===== config.mk =====
export PLATFORM = sky130hd
export DESIGN_NAME = serial_tx_unit
export DESIGN_NICKNAME = d
export VERILOG_FILES = /design/src/rtl/serial_tx_unit_pkg.sv /design/src/rtl/serial_tx_unit_fifo.sv /design/src/rtl/serial_tx_unit.sv
export SDC_FILE = /design/constraint.sdc
export NUM_CORES = 1
export LEC_CHECK = 0
export CORE_ASPECT_RATIO = 2
export CORE_MARGIN = 1.5
export CORE_UTILIZATION = 35
export CTS_CLUSTER_DIAMETER = 60
export DETAILED_ROUTE_END_ITERATION = 10
export PLACE_DENSITY = 0.57
export SYNTH_ARGS = -nofsm -noshare
export SYNTH_HDL_FRONTEND = slang
export SYNTH_SLANG_ARGS = --single-unit

===== constraint.sdc =====
create_clock -name clk -period 3.7 [get_ports clk]
set_clock_uncertainty 0.05 [all_clocks]
set_input_delay 0.37 -clock clk [delete_from_list [all_inputs] [get_ports clk]]
set_output_delay 0.37 -clock clk [all_outputs]
set_load 0.005 [all_outputs]

===== src/rtl/serial_tx_unit_pkg.sv =====
// rtl/serial_tx_unit_pkg.sv - shared types for the serial TX path
package IO_UnitTypes;
    typedef logic [7:0] SerialDataPath;
endpackage

package SerialTxTypes;
    typedef enum logic [1:0] {IDLE, START, DATA, STOP} SerialTxState;

    localparam int SERIAL_TX_DEFAULT_CLK_PER_BIT = 868;
    localparam int SERIAL_TX_COUNT_WIDTH         = 16;

    typedef logic [SERIAL_TX_COUNT_WIDTH-1:0] SerialTxCount;
endpackage


===== src/rtl/serial_tx_unit_fifo.sv =====
// rtl/serial_tx_unit_fifo.sv - byte FIFO between the IO unit writes and the TX serializer
module serial_tx_fifo
    import IO_UnitTypes::*;
#(
    parameter  int FIFO_DEPTH       = 16,
    localparam int FIFO_INDEX_WIDTH = $clog2(FIFO_DEPTH)
) (
    input  logic                      clk,
    input  logic                      rst,
    input  logic                      i_push,
    input  SerialDataPath             i_push_data,
    input  logic                      i_pop,
    output SerialDataPath             o_pop_data,
    output logic                      o_full,
    output logic                      o_empty,
    output logic [FIFO_INDEX_WIDTH:0] o_count
);
    // Pointers carry one extra wrap bit so full and empty are distinguishable.
    logic [FIFO_INDEX_WIDTH:0] r_wr_ptr;
    logic [FIFO_INDEX_WIDTH:0] r_rd_ptr;
    SerialDataPath             r_mem [FIFO_DEPTH];
    logic                      w_do_push;
    logic                      w_do_pop;

    assign o_full  = (r_wr_ptr[FIFO_INDEX_WIDTH-1:0] == r_rd_ptr[FIFO_INDEX_WIDTH-1:0]) &&
                     (r_wr_ptr[FIFO_INDEX_WIDTH] != r_rd_ptr[FIFO_INDEX_WIDTH]);
    assign o_empty = (r_wr_ptr == r_rd_ptr);
    assign o_count = r_wr_ptr - r_rd_ptr;

    assign w_do_push  = i_push && !o_full;
    assign w_do_pop   = i_pop && !o_empty;
    assign o_pop_data = r_mem[r_rd_ptr[FIFO_INDEX_WIDTH-1:0]];

    always_ff @(posedge clk or negedge rst) begin
        if (!rst) begin
            r_wr_ptr <= '0;
            r_rd_ptr <= '0;
        end else begin
            if (w_do_push) r_wr_ptr <= r_wr_ptr + 1'b1;
            if (w_do_pop)  r_rd_ptr <= r_rd_ptr + 1'b1;
        end
    end

    always_ff @(posedge clk) begin
        if (w_do_push) r_mem[r_wr_ptr[FIFO_INDEX_WIDTH-1:0]] <= i_push_data;
    end
endmodule


===== src/rtl/serial_tx_unit.sv =====
// rtl/serial_tx_unit.sv - buffered 8N1 UART transmitter fed by IO unit byte writes
module serial_tx_unit
    import SerialTxTypes::*;
    import IO_UnitTypes::*;
#(
    parameter  int CLK_PER_BIT      = SERIAL_TX_DEFAULT_CLK_PER_BIT,
    parameter  int FIFO_DEPTH       = 16,
    localparam int FIFO_INDEX_WIDTH = $clog2(FIFO_DEPTH)
) (
    input  logic                      clk,
    input  logic                      rst,
    input  logic                      serialWE,
    input  SerialDataPath             serialWriteData,
    input  logic                      overflowClear,
    output logic                      txdOut,
    output logic                      busyOut,
    output logic [FIFO_INDEX_WIDTH:0] fifoCountOut,
    output logic                      overflowOut
);
    localparam SerialTxCount BAUD_LAST = SerialTxCount'(CLK_PER_BIT - 1);

    SerialTxState  r_state;
    SerialTxCount  r_baud_cnt;
    logic [2:0]    r_bit_index;
    SerialDataPath r_shift;
    logic          r_txd;
    logic          r_overflow;

    logic          w_fifo_full;
    logic          w_fifo_empty;
    SerialDataPath w_fifo_head;
    logic          w_baud_done;
    logic          w_pop;
    logic          w_drop;

    assign w_baud_done = (r_baud_cnt == BAUD_LAST);
    // Popping on the last STOP cycle keeps back-to-back frames contiguous.
    assign w_pop  = !w_fifo_empty && ((r_state == IDLE) || ((r_state == STOP) && w_baud_done));
    assign w_drop = serialWE && w_fifo_full;

    serial_tx_fifo #(
        .FIFO_DEPTH (FIFO_DEPTH)
    ) u_fifo (
        .clk         (clk),
        .rst         (rst),
        .i_push      (serialWE),
        .i_push_data (serialWriteData),
        .i_pop       (w_pop),
        .o_pop_data  (w_fifo_head),
        .o_full      (w_fifo_full),
        .o_empty     (w_fifo_empty),
        .o_count     (fifoCountOut)
    );

    always_ff @(posedge clk or negedge rst) begin
        if (!rst) begin
            r_state     <= IDLE;
            r_baud_cnt  <= '0;
            r_bit_index <= '0;
            r_shift     <= '0;
            r_txd       <= 1'b1;
        end else begin
            case (r_state)
                IDLE: begin
                    r_txd      <= 1'b1;
                    r_baud_cnt <= '0;
                    if (w_pop) begin
                        r_shift     <= w_fifo_head;
                        r_bit_index <= '0;
                        r_txd       <= 1'b0;
                        r_state     <= START;
                    end
                end
                START: begin
                    if (w_baud_done) begin
                        r_baud_cnt <= '0;
                        r_txd      <= r_shift[0];
                        r_state    <= DATA;
                    end else begin
                        r_baud_cnt <= r_baud_cnt + 1'b1;
                    end
                end
                DATA: begin
                    if (w_baud_done) begin
                        r_baud_cnt  <= '0;
                        r_shift     <= r_shift >> 1;
                        r_bit_index <= r_bit_index + 3'd1;
                        if (r_bit_index == 3'd7) begin
                            r_txd   <= 1'b1;
                            r_state <= STOP;
                        end else begin
                            r_txd <= r_shift[1];
                        end
                    end else begin
                        r_baud_cnt <= r_baud_cnt + 1'b1;
                    end
                end
                STOP: begin
                    if (w_baud_done) begin
                        r_baud_cnt <= '0;
                        if (w_pop) begin
                            r_shift     <= w_fifo_head;
                            r_bit_index <= '0;
                            r_txd       <= 1'b0;
                            r_state     <= START;
                        end else begin
                            r_txd   <= 1'b1;
                            r_state <= IDLE;
                        end
                    end else begin
                        r_baud_cnt <= r_baud_cnt + 1'b1;
                    end
                end
                default: begin
                    r_txd   <= 1'b1;
                    r_state <= IDLE;
                end
            endcase
        end
    end

    // A drop outranks a same-cycle clear so no overflow event is ever lost.
    always_ff @(posedge clk or negedge rst) begin
        if (!rst) begin
            r_overflow <= 1'b0;
        end else if (w_drop) begin
            r_overflow <= 1'b1;
        end else if (overflowClear) begin
            r_overflow <= 1'b0;
        end
    end

    assign txdOut      = r_txd;
    assign busyOut     = (r_state != IDLE) || !w_fifo_empty;
    assign overflowOut = r_overflow;
endmodule


# == Word level (Yosys, flattened, before mapping) ==
# Memory sizes are Yosys's and may differ from the RTL's.
# Cells that the tools add are included.
# word_totals
reg_bits,41
ramBits,128
in_bits,12
out_inout_bits,8
memories,1
# op_classes
n_addsub,5
n_eq_ne,13
mux,27
reduce_logical,18
# mem_list
name,depth,width,read_ports,rd_clocked_by_memory_dff,write_ports,line,text
u_fifo.r_mem,16,8,1,0,1,serial_tx_unit_fifo.sv:21,SerialDataPath r_mem [FIFO_DEPTH];
# op_table
op,count
case mux 16 bit (2 select lines),1
2-to-1 mux 8 bit,3
case mux 8 bit (3 select lines),1
adder 16 x 1 -> 16 bit (second input constant),1
equality test 16 x 10 -> 1 bit (second input constant),1
2-to-1 mux 16 bit,1
adder 5 x 1 -> 5 bit (second input constant),2
2-to-1 mux 1 bit,10
2-to-1 mux 2 bit,5
2-to-1 mux 3 bit,3
case mux 3 bit (3 select lines),1
inequality test 2 bit (second input constant),4
case mux 2 bit (4 select lines),1
logical AND 1 bit,6
AND reduction 3 bit,2
equality test 5 bit,1
AND reduction 5 bit,1
subtractor 5 bit,1
equality test 2 bit (second input constant),2
equality test 4 bit,1
case mux 1 bit (4 select lines),1
nonzero test 2 bit,2
adder 3 x 1 -> 3 bit (second input constant),1
equality test 3 bit (second input constant),1
other kinds (8),10

# == Logic depth before layout (Yosys ltp) ==
# Gate-level depths: netlist of run 1.
# depth
depth_word,7
ltp_mapped,10
ltp_nobuf,7

# == Hierarchy ==
# From an unflattened synthesis of run 1, not the netlist that was laid out.
# hier_totals
hier_cells,449
area_unflattened_um2,7355.8
# modules_own_cells
mod,n_inst,cells_each,area_each_um2,seq_area_each_um2
serial_tx_fifo,1,299,5664.2,4093.9
serial_tx_unit,1,150,1691.6,777.0

# == Worst setup path before layout of run 1 ==
# No wires, ideal clock.
# synth_timing
kind,register -> register
start,register u_fifo.r_rd_ptr[2]
end,memory u_fifo.r_mem[3][0] (netlist bit) (enable)
setup_ps,383
arrival_ps,2592
required_time_ps,3267
setup_slack_ps,674
path_stages_with_launch,11
n_path_buf,3
synth_period_minus_slack_ps,3026
path_cell_list,dfrtp_1 clkbuf_1 buf_2 inv_1 ha_1 nand4_1 nor2b_1 nor2b_1 clkbuf_1 nand2_1 nor3_1
# synth_via
elab_chain_cells,6
# synth_lines
item,line,text
from (decl),serial_tx_unit_fifo.sv:20,logic [FIFO_INDEX_WIDTH:0] r_rd_ptr;
from (signal assigned),serial_tx_unit_fifo.sv:40,if (w_do_pop) r_rd_ptr <= r_rd_ptr + 1'b1;
equality test 4 bit,serial_tx_unit_fifo.sv:25,assign o_full = (r_wr_ptr[FIFO_INDEX_WIDTH-1:0] == r_rd_ptr[FIFO_INDEX_WIDTH-1:0]) &&
logical AND 1 bit,serial_tx_unit_fifo.sv:25,
zero test 1 bit,serial_tx_unit_fifo.sv:30,assign w_do_push = i_push && !o_full;
logical AND 1 bit,serial_tx_unit_fifo.sv:30,
2-to-1 mux 1 bit,serial_tx_unit_fifo.sv:45,if (w_do_push) r_mem[r_wr_ptr[FIFO_INDEX_WIDTH-1:0]] <= i_push_data;
2-to-1 mux 1 bit (not written as such),serial_tx_unit_fifo.sv:45,
to (decl),serial_tx_unit_fifo.sv:21,
# No other way between the ends.

# == Worst setup path in the final report of run 1 ==
# layout_timing
start,register u_fifo.r_rd_ptr[0]
end,output fifoCountOut[4]
# layout_via
elab_chain_cells,1
# layout_lines
item,line,text
subtractor 5 bit,serial_tx_unit_fifo.sv:28,assign o_count = r_wr_ptr - r_rd_ptr;
to (decl),serial_tx_unit.sv:17,"output logic [FIFO_INDEX_WIDTH:0] fifoCountOut,"
# No other way between the ends.

==> results.yml, run 1 <==
layout:
  drive_above_1_share: 0.190
  area_growth_pct: 15.7
  final_cells: 766
  fin_area_um2: 8330
  fillers: 1830
  fin_nets: 517
  utilization: 0.411
  multi_input_area_um2: 2160
  ff_latch_area_um2: 4870
  diodes: 0
synth:
  yosysUniqueCellTypes: 45
  synth.net_count: 479
  syn_area_um2: 7200
  synthCells: 449
  synth_top_area_share: 0.534
  synth_top_area_cell: "edfxtp_1"
  synth_seq_cells: 169
  synth_edf_count: 128
  async_flop_share: 0.243
  synthTopCellsByArea: "edfxtp_1 (53%), dfrtp_1 (14%), mux4_2 (8.1%), ha_1 (3.0%), mux2i_1 (2.1%)"
  ys_seq_area_frac: 0.677
  yosysWarnings: 0
  avgSynthCellArea_um2: 16.0
  ys_dominant_reg_cell: "edfxtp_1"
outcome:
  status: "finished, final reports clean"
sta:
  min_period_over_period: 0.824
  setup_ws_ns: 0.653
  slew_viol_final: 0
  tns_ns: 0
  max_slew_margin: 0.362
  tightest_slew_ns: 0.957
  rsz0062_at_grt: "false"
  fin_crit_ns: 3.05
  clock.fmax_mhz: 328
  hold_viol: 0
  setup_violations: 0
floorplan:
  dieArea_um2: 21500
  core_area_um2: 20300
  ios: 20
  die_h_um: 206
  initial_utilization: 0.355
  die_w_um: 104
  rows: 74
clock_tree:
  hold_buffers: 0
  cts_tree: "yes"
  clock-sinks: 169
  cts.path.max_buffers: 2
  post-cts-setup-buffer-count: 0
  postCtsResizedCells: 0
  insertion_delay_ns: 0.42
  htreeDepth: 4
  clkTransAtPathRegs_ns: 0.07
  numCtsBuffers: 17
  clockRootBuffer: "clkbuf_16"
worst_setup_path:
  worstPathMaxFanout: 13
  worstSetupEndpointType: "primary output"
  cp.required_ns: 3.28
  crit_buf_inv: 2
  start_kind: "flip-flop"
  crit_family: "adder cells"
  crit_chain: "ha_1 -> fa_1 -> inv_1 -> a21o_1 -> a21oi_1 -> xor2_1 -> clkdlybuf4s50_1"
  crit_type: "reg2out"
  slowest_delay_ns: 0.56
  arrival_ns: 2.63
  critPathSlowestCell: "dfrtp_2"
global_routing:
  met2_usage: 0.301
  met1_usage: 0.154
  grtUsageMet3: 0.0288
  overflow: 0
  grt_max_degree: 42
  busiest_layer: "met2"
  grt_pass1_wl_um: 24300
  grt_usage: 0.155
  antenna_found_initial: 0
  grt_pass1_vias: 4273
drt:
  drcViolationCount: 0
  drt_first_pass_iters: 6
  routedWlPerCell_um: 19.8
  vias: 3875
  drt_iter0_markers: 171
  vias_per_cell: 5.06
  drt-total-wl_um: 15200
  ant_nets: 0
placed_design:
  port_buffers: 19
  place_inst: 734
  dpl_worst_slack_ns: 0.748
  place_area_um2: 7760
  gp_congestion: 0.829
  dp_hpwl_um: 11000
flow_run:
  max-cap-violations: 0
worst_hold_path:
  hold_path.class: "in2async"
pwr:
  cellPowerDensity_nw_per_um2: 779
  vdd_drop_max_mv: 0.330
  power.leakage_nw: 3.03
layer usage:
metal  vias to the layer above  wire length, um
met5                         -                0
met4                         0              457
met3                        21              420
met2                        82             8890
met1                      1987             5400
li1                       1785                -
final cells by class:
class / instances / area share
Inverter: 15 / 0.00676
Clock buffer: 17 / 0.0511
Sequential cell: 169 / 0.585
Timing Repair Buffer: 39 / 0.0403
Tap cell: 266 / 0.0400
Clock inverter: 15 / 0.0170
Multi-Input combinational cell: 245 / 0.260
metrics by stage:
stage	power, W	hold WS [ns]
after global routing	0.00684	0.112
after floorplan	0.00409	0.0244
final	0.00648	0.0435
after CTS	0.00657	0.0578
after global placement	0.00481	0.423
after detailed placement	0.00485	0.427
synthesized netlist by cell type (8+ instances only):
master / n
nand3_1: 9
dfrtp_1: 40
nand2_1: 34
buf_2: 10
ha_1: 17
mux2i_1: 15
mux4_2: 26
xor2_1: 11
clkbuf_1: 8
nor2_1: 30
and3_1: 8
a21oi_1: 10
xnor2_1: 15
inv_1: 15
edfxtp_1: 128
report_power, final:
group          total (W)  internal, W  switching (W)  leakage [nW]
registers        0.00258      0.00234       0.000233          1.68
logic            0.00221      0.00108        0.00113          1.06
clock network    0.00170     0.000940       0.000761         0.281
worst paths after layout:
kind	from	endpoint	slack, ns	cells after the start
worst max-delay path	u_fifo.r_rd_ptr[0]	fifoCountOut[4]	0.65	7
worst min-delay path	rst	overflowOut	0.04	1
worst max register to register	u_fifo.r_rd_ptr[3]	u_fifo.r_mem[10][4]	0.71	8
worst min register to register	r_baud_cnt[0]	r_baud_cnt[0]	0.43	1
max in group asynchronous	rst	u_fifo.r_rd_ptr[0]	2.90	1
min in group clk	r_baud_cnt[0]	r_baud_cnt[0]	0.43	1
cell families after synthesis:
logic type	Yosys count	synth area share
AOI/OAI and AO/OA	44	0.0478
buffers and inverters	35	0.0228
and+or+nand+nor	109	0.0720
xor gates and xnor gates	26	0.0316
muxes	48	0.117
DFF	169	0.677
adders and majority gates	18	0.0323
sequential cells by signal, summed over array words and instances, names as in the netlist:
signal and flops:
r_shift 8, r_bit_index 3, u_fifo.r_wr_ptr 5, u_fifo.r_rd_ptr 5, overflowOut 1, r_state 2, txdOut 1, u_fifo.r_mem 128
r_baud_cnt 16
cell usage in the layout (no fill, tap or decap), types with 7 or more instances in the layout:
| cell type | instances |
|---|---|
| o32a_1 | 7 |
| edfxtp_1 | 128 |
| mux2i_1 | 15 |
| nand2_1 | 34 |
| ha_1 | 17 |
| and3_1 | 8 |
| xnor2_1 | 15 |
| mux4_2 | 26 |
| dfrtp_1 | 39 |
| mux2_4 | 7 |
| buf_4 | 20 |
| nor3_1 | 7 |
| clkbuf_16 | 17 |
| o221ai_1 | 7 |
| clkdlybuf4s50_1 | 18 |
| inv_1 | 15 |
| nor2_1 | 30 |
| xor2_1 | 11 |
| a21oi_1 | 10 |
| nand3_1 | 9 |
(Power assumes the default switching activity.)
==> run 2: changes to the inputs <==
Clock period 3.7 ns to 3.2 ns, I/O delays scaled along.
==> run 2 against run 1 <==
Against the previous run: the run now ends with hold timing left; die area stayed put; routed wire length decreased by 3.1%; core utilization up 0.068 points; non-clock buffer count rose by 2; count of clock-buffer cells in the layout increased by 3; sequential power is 13% higher; worst hold slack worse by 0.061 ns; largest power group unchanged; power grew 15%; combinational power increased by 19%.
==> results.yml, run 2 (synthesized netlist as in run 1, its figures left out) <==
outcome:
  status: "finished, violations left"
  violations: "hold timing"
layout:
  drive_above_1_share: 0.195
  final_common_cell: "edfxtp_1"
  layout_common_cells: "edfxtp_1 (128), dfrtp_1 (39), nand2_1 (34)"
  largest_register_ffs: 128
  final_cells: 768
  area_growth_pct: 15.9
  fin_nets: 519
  diodes: 0
sta:
  max_slew_margin: 0.382
  fin_crit_ns: 2.91
  hold_viol: 26
  slew_viol_final: 0
  whs_ns: -0.0174
  tns_ns: 0
  rsz0062_at_grt: "false"
  setup_violations: 0
  tightest_slew_ns: 0.927
  min_period_over_period: 0.910
  clock.fmax_mhz: 344
clock_tree:
  cts.path.max_buffers: 2
  hold_buffers: 0
  clockRootBuffer: "clkbuf_16"
  numCtsBuffers: 17
  post-cts-setup-buffer-count: 0
  postCtsResizedCells: 0
  cts_tree: "yes"
  htreeDepth: 4
  clock-sinks: 169
  clkTransAtPathRegs_ns: 0.06
  insertion_delay_ns: 0.42
worst_setup_path:
  worstPathMaxFanout: 4
  start_kind: "flip-flop"
  arrival_ns: 2.54
  crit_type: "reg2out"
  slowest_delay_ns: 0.54
  worstSetupEndpointType: "primary output"
  crit_path_frequent_cell: "inv_1"
  crit_family: "buffers and inverters"
  critPathSlowestCell: "clkdlybuf4s50_1"
  crit_buf_inv: 3
  crit_chain: "inv_1 -> ha_1 -> fa_1 -> inv_1 -> a21o_1 -> a21oi_1 -> xor2_1 -> clkdlybuf4s50_1"
  cp.required_ns: 2.83
drt:
  drt_iter0_markers: 292
  drt-total-wl_um: 14700
  vias_per_cell: 5.04
  vias: 3867
  drt_first_pass_iters: 5
  drcViolationCount: 0
  ant_nets: 0
  routedWlPerCell_um: 19.1
global_routing:
  overflow: 0
  grt_pass1_vias: 4112
  grt_max_degree: 43
  grt_pass1_wl_um: 23100
  grt_usage: 0.147
  antenna_found_initial: 0
placed_design:
  place_inst: 736
  port_buffers: 19
  dp_hpwl_um: 10400
  gp_congestion: 0.784
floorplan:
  initial_utilization: 0.355
  die_h_um: 206
  core_area_um2: 20300
  rows: 74
  dieArea_um2: 21500
  ios: 20
  die_w_um: 104
pwr:
  p_switching_w: 0.00241
  total_power_w: 0.00746
  clock_power_share: 0.256
  power.leakage_nw: 3.04
  cellInternalPower_w: 0.00505
  sequentialPowerShare: 0.391
  combPwrFrac: 0.353
  vdd_drop_max_mv: 0.403
  cellPowerDensity_nw_per_um2: 895
  netSwitchingFraction: 0.323
worst_hold_path:
  hold_path.class: "in2async"
flow_run:
  max-cap-violations: 0
## run 2: power groups by stage
| stage | clock network, W | registers [W] | logic (W) |
|---|---|---|---|
| 6_report | 0.00191 | 0.00292 | 0.00263 |
| 5_1_grt | 0.00202 | 0.00296 | 0.00288 |
| 4_1_cts | 0.00195 | 0.00292 | 0.00269 |
| 3_5_place_dp | 0 | 0.00296 | 0.00268 |
| 3_3_place_gp | 0 | 0.00295 | 0.00263 |
| 2_1_floorplan | 0 | 0.00288 | 0.00186 |
## run 2: layout make-up
| class | instances | area, um2 |
|---|---|---|
| Clock inverter | 12 | 86.3 |
| Inverter | 15 | 56.3 |
| Fill cell | 1812 | 11900 |
| Timing Repair Buffer | 41 | 363 |
| Clock buffer | 20 | 467 |
| Tap cell | 266 | 333 |
| Multi-Input combinational cell | 245 | 2160 |
| Sequential cell | 169 | 4870 |
## run 2: per-stage QoR
step | util | setup slack (ns) | area (um2) | hold WS (ns)
2_1_floorplan | - | 0.174 | 7200 | -0.0256
3_3_place_gp | 0.384 | 0.749 | 7790 | 0.430
3_5_place_dp | 0.384 | 0.685 | 7790 | 0.438
4_1_cts | 0.411 | 0.277 | 8340 | 0.0200
5_1_grt | 0.411 | 0.0946 | 8340 | 0.0701
6_report | 0.411 | 0.289 | 8340 | -0.0174
## run 2: worst paths after layout
kind                               startpoint            endpoint  slack [ns]  cells past startpoint
max                        u_fifo.r_wr_ptr[0]     fifoCountOut[4]        0.29                      8
min                                       rst         overflowOut       -0.02                      1
max reg2reg                    r_baud_cnt[10]          r_shift[2]        0.70                      5
min reg2reg                     r_baud_cnt[0]       r_baud_cnt[0]        0.44                      1
max in group asynchronous                 rst  u_fifo.r_rd_ptr[0]        2.48                      1
min in group clk                overflowClear         overflowOut        0.42                      2
## run 2: routing by layer
metal	GRT usage	vias to the layer above	part of all wire
met4	0.0709	0	0.026
li1	-	1787	-
met5	0	-	0
met3	0.0298	23	0.026
met1	0.146	1984	0.36
met2	0.285	73	0.59
## run 2: worst reg2reg max path, cell delays in order (launching register included)
cell and delay [ns]:
dfrtp_1 0.42, or4_1 0.52, or4_4 0.61, a21oi_4 0.23
o21a_4 0.25, mux2_4 0.32
